`config.mk`:
```
export PLATFORM = sky130hd
export DESIGN_NAME = fetch_sequencer
export DESIGN_NICKNAME = d
export VERILOG_FILES = /design/src/rtl/fetch_sequencer.sv
export SDC_FILE = /design/constraint.sdc
export NUM_CORES = 1
export LEC_CHECK = 0
export CAP_MARGIN = 20
export CORE_ASPECT_RATIO = 0.6
export CORE_MARGIN = 1
export CORE_UTILIZATION = 39
export DETAILED_ROUTE_END_ITERATION = 12
export GPL_TIMING_DRIVEN = 0
export PLACE_DENSITY = 0.83
export SETUP_SLACK_MARGIN = 0.5
export SLEW_MARGIN = 20
export SYNTH_ARGS = -nofsm -noshare
export SYNTH_HDL_FRONTEND = slang
export SYNTH_SLANG_ARGS = --single-unit
```
`constraint.sdc`:
```
create_clock -name clock -period 3.9 [get_ports clock]
set_clock_uncertainty 0.2 [all_clocks]
set_input_delay 0.78 -clock clock [delete_from_list [all_inputs] [get_ports clock]]
set_output_delay 0.78 -clock clock [all_outputs]
set_load 0.05 [all_outputs]
```
`src/rtl/fetch_sequencer.sv`:
```
// ============================================================================
// fetch_sequencer : IF-stage PC owner, next-PC select, ROM addressing, halt
// Revision 1.0
// ============================================================================
`default_nettype none

module fetch_sequencer #(
  parameter logic [31:0] RESET_PC   = 32'h0000_0000,
  parameter int          DELAY_SLOT = 1,
  parameter int          CNT_W      = 16
) (
  input  logic             clock,
  input  logic             reset,
  input  logic             stall,
  input  logic             halt,
  input  logic [1:0]       pcsource,
  input  logic [31:0]      bpc,
  input  logic [31:0]      da,
  input  logic [31:0]      jpc,
  input  logic [31:0]      rom_ins,
  output logic [31:0]      rom_addr,
  output logic [31:0]      pc,
  output logic [31:0]      pc4,
  output logic [31:0]      ins,
  output logic             ins_valid,
  output logic             halted,
  output logic [CNT_W-1:0] stall_cnt,
  output logic [CNT_W-1:0] redir_cnt
);

  typedef enum logic [1:0] {
    S_BOOT   = 2'd0,
    S_RUN    = 2'd1,
    S_HALTED = 2'd2
  } state_t;

  localparam logic SQUASH = (DELAY_SLOT == 0);

  state_t           state_q, state_d;
  logic [31:0]      pc_q, pc_d;
  logic [CNT_W-1:0] stall_cnt_q, stall_cnt_d;
  logic [CNT_W-1:0] redir_cnt_q, redir_cnt_d;
  logic [31:0]      npc;
  logic             redirect;

  assign pc4      = pc_q + 32'd4;
  assign redirect = (pcsource != 2'b00);

  always_comb begin
    unique case (pcsource)
      2'b00:   npc = pc4;
      2'b01:   npc = bpc;
      2'b10:   npc = da;
      default: npc = jpc;
    endcase
  end

  always_ff @(posedge clock or posedge reset) begin
    if (reset) begin
      state_q     <= S_BOOT;
      pc_q        <= RESET_PC;
      stall_cnt_q <= '0;
      redir_cnt_q <= '0;
    end else begin
      state_q     <= state_d;
      pc_q        <= pc_d;
      stall_cnt_q <= stall_cnt_d;
      redir_cnt_q <= redir_cnt_d;
    end
  end

  // The ROM always holds mem[pc] while in RUN: every cycle presents the
  // address that becomes pc on the same edge, so IF never needs a bubble.
  always_comb begin
    state_d     = state_q;
    pc_d        = pc_q;
    stall_cnt_d = stall_cnt_q;
    redir_cnt_d = redir_cnt_q;
    rom_addr    = pc_q;
    ins         = 32'h0;
    ins_valid   = 1'b0;
    halted      = 1'b0;
    unique case (state_q)
      S_BOOT: begin
        state_d = S_RUN;
      end
      S_RUN: begin
        ins       = rom_ins;
        ins_valid = 1'b1;
        if (stall) begin
          if (stall_cnt_q != {CNT_W{1'b1}}) begin
            stall_cnt_d = stall_cnt_q + {{(CNT_W-1){1'b0}}, 1'b1};
          end
        end else begin
          rom_addr = npc;
          pc_d     = npc;
          if (redirect) begin
            if (redir_cnt_q != {CNT_W{1'b1}}) begin
              redir_cnt_d = redir_cnt_q + {{(CNT_W-1){1'b0}}, 1'b1};
            end
            // Wrong-path instruction is dropped when there is no delay slot.
            if (SQUASH) begin
              ins       = 32'h0;
              ins_valid = 1'b0;
            end
          end
          if (halt) begin
            state_d = S_HALTED;
          end
        end
      end
      S_HALTED: begin
        halted = 1'b1;
      end
      default: begin
        state_d = S_BOOT;
      end
    endcase
  end

  assign pc        = pc_q;
  assign stall_cnt = stall_cnt_q;
  assign redir_cnt = redir_cnt_q;

endmodule

`default_nettype wire

```
==> out/qor.yml <==
root_buffer: "clkbuf_16"
max_stage_delay_ns: 0.52
rsz0062_at_grt: "true"
drc: 0
cp_num_buf_inv: 2
cp_num_cells: 7
die_area_sq_um: 13200
slowest_stage: "or4_4"
htreeDepth: 3
swShare_pct: 54.5
combinationalPowerShare_pct: 67.9
crit_path_start_kind: "flip-flop"
p_total_uw: 6890
grt_max_degree: 41
ant_nets: 0
drt-initial-drc-count: 441
fin_area_sq_um: 9290
drt_first_pass_iters: 5
critPathKind: "reg -> out"
dp_hpwl_um: 16700
num_io_pins: 296
gp_congestion: 0.943
worstPathRequired_ns: 2.92
grt_pass1_wl_um: 32600
setup_viol: 0
reg2reg_depth: 12
status: "finished, final reports clean"
relSlewSlack_pct: 33.9
placed_cells: 1012
rrSetupSlack_ns: 0.94
numPortBuffers: 293
hold-worst-slack_ns: 0.297
numCtsBuffers: 9
yosysSeqAreaShare_pct: 33.3
hold_class: "reg -> reg"
synth.most_common_cell: "dfrtp_1"
crit_fanout: 6
syn_area_per_cell_sq_um: 8.98
fin_ws_ns: 0.366
final_nets: 1036
synth_top_cells_by_count: "dfrtp_1, nand2_1, clkbuf_1, xor2_1, and2_1"
grt_overflow: 0
antenna_found_initial: 0
cap_violations: 0
ys_seq_elements: 66
synth_area_sq_um: 4960
cts_sinks: 66
hold_buffers: 0
synth_edf_count: 0
p_int_uw: 3140
routed_wl_um: 22600
p_sw_uw: 3760
stdcell_count: 1069
hold_viol: 0
path_delay_family: "simple AND/OR/NAND/NOR gates"
pwr-share-clk_pct: 13.8
fin_crit_ns: 3.53
path_cells: "ha_4, nand4_1, or4_4, buf_6, or3_4, a311o_2, buf_8"
clk_path_buf_depth: 2
fmax_mhz: 283
ys_async_sr_fraction_pct: 100
ys_types: 61
powerDensity_nw_per_um2: 742
clk_pin_slew_ns: 0.06
area_growth_pct: 87.1
grtUsageTotal_pct: 32.8
yosysWarnings: 0
critPathArrivalTime_ns: 2.55
rows: 31
placed_area_sq_um: 8470
yosysTopAreaCell: "dfrtp_1"
antenna_cells: 0
synth_top_flop_cell: "dfrtp_1"
viasPerCell: 5.73
fin_crit_sh_pct: 90.6
vdd_ir_drop_max_mv: 0.459
cts_tree: "done"
die_h_um: 89.4
p_seq_share_pct: 18.2
first_global_vias: 5804
synth_cells: 553
layout-drive-gt1-share_pct: 27.9
core_area_sq_um: 12200
syn-num-nets: 690
synth.top_cell.area_share_pct: 33.3
tightest_slew_ns: 0.983
maxSlewViolCount: 0
vias: 6126
setup.worst_path.end_class: "output port"
pre_cts_ws_ns: -1.13
clk_latency_ns: 0.33
avgRoutedWirePerCell_um: 21.1
p_leak_uw: 0.00400
holdPathStages: 1
synth.area.top_cells: "dfrtp_1, xor2_1, and2_1, mux2_2, xnor2_1"
die_w_um: 148
initial_core_util_pct: 40.6
-- layout make-up --
type	instances	area [sq um]
Clock buffer	10	229
Clock inverter	6	115
Multi-Input combinational cell	429	3450
Tap cell	165	206
Fill cell	866	2930
Timing Repair Buffer	335	3170
Inverter	13	51.3
Sequential cell	66	1670
Buffer	45	404
-- worst paths after layout --
kind                                from            end
setup / recovery                   pc[3]   rom_addr[28]
hold / removal             redir_cnt[15]  redir_cnt[15]
setup reg to reg                   pc[3]         pc[30]
hold reg to reg            redir_cnt[15]  redir_cnt[15]
max in group asynchronous          reset          pc[4]
min in group asynchronous          reset  redir_cnt[12]
-- routing by layer --
| layer | wire length (um) | GRT usage (%) | up-vias |
|---|---|---|---|
| li1 | - | - | 2747 |
| met1 | 9320 | 44.6 | 2921 |
| met2 | 10300 | 52.6 | 416 |
| met3 | 2510 | 8.52 | 42 |
| met4 | 465 | 8.06 | 0 |
| met5 | 0 | 0 | - |
-- worst reg2reg max path: cells and delay by family, from the launching register on --
| kind | cells | cell delay, ns |
|---|---|---|
| AND/OR/NAND/NOR | 2 | 0.67 |
| buffers and inverters | 7 | 0.92 |
| adder cells (fa/ha/maj) | 1 | 0.14 |
| flip-flops | 1 | 0.40 |
| AO/OA/AOI/OAI | 2 | 0.52 |
-- registers in the layout (all words and copies together) (netlist names) --
register and cells:
pc 32, redir_cnt 16, stall_cnt 16, state_q 2
-- cells by family after synthesis --
group	count (synthesis)	share of synthesized area, %
buffers and inverters	58	4.69
DFF	66	33.3
muxes	41	10.2
xor gates and xnor gates	58	10.2
and+or+nand+nor	227	25.9
AOI/OAI and AO/OA	100	14.9
adders and majority gates	3	0.756
-- through the flow --
stage,TNS [ns],utilization (%)
2_1_floorplan,0,-
3_3_place_gp,-25.67,69.1
3_5_place_dp,-23.15,69.4
4_1_cts,0,74.8
5_1_grt,0,76.0
6_report,0,76.0
-- power by group through the flow --
| stage | registers (uW) | clock network (uW) | logic [uW] |
|---|---|---|---|
| final | 1260 | 954 | 4680 |
| after global routing | 1290 | 984 | 4840 |
| after CTS | 1240 | 953 | 4550 |
| after detailed placement | 1250 | 0 | 4480 |
| after global placement | 1240 | 0 | 4440 |
| after floorplan | 1880 | 0 | 2280 |
-- what timing repair did --
action                     4_1_cts  5_1_grt
gates cloned                     2        0
pin swaps                       23       13
setup endpoints to repair       81       65
hold endpoints to repair         0        0
gates resized for setup        309      104
setup buffers                   29       10
-- cell usage in the layout (no fill, tap or decap), drive strengths merged, types with 4 or more instances in the layout --
cell type      netlist  final
clkdlybuf4s50        0    206
buf                 10     87
dfrtp               66     66
clkbuf              35     63
nand2               42     42
and2                35     35
xor2                35     35
nand3               30     30
xnor2               23     23
nand4               22     22
nor2                19     19
nor3                19     19
mux2                18     18
mux2i               17     17
dlygate4sd2          0     15
a21oi               15     15
inv                 13     13
clkdlybuf4s15        0     13
o21ai               12     12
and4                11     11
or3                 11     11
a211oi              10     10
o211ai               9      9
and3                 9      9
a22oi                9      9
nor4                 9      9
a22o                 6      6
mux4                 6      6
dlymetal6s2s         0      6
nor2b                5      5
a311o                4      4
nor3b                4      4
or4                  4      4
a2bb2oi              4      4
(Power assumes the default switching activity.)
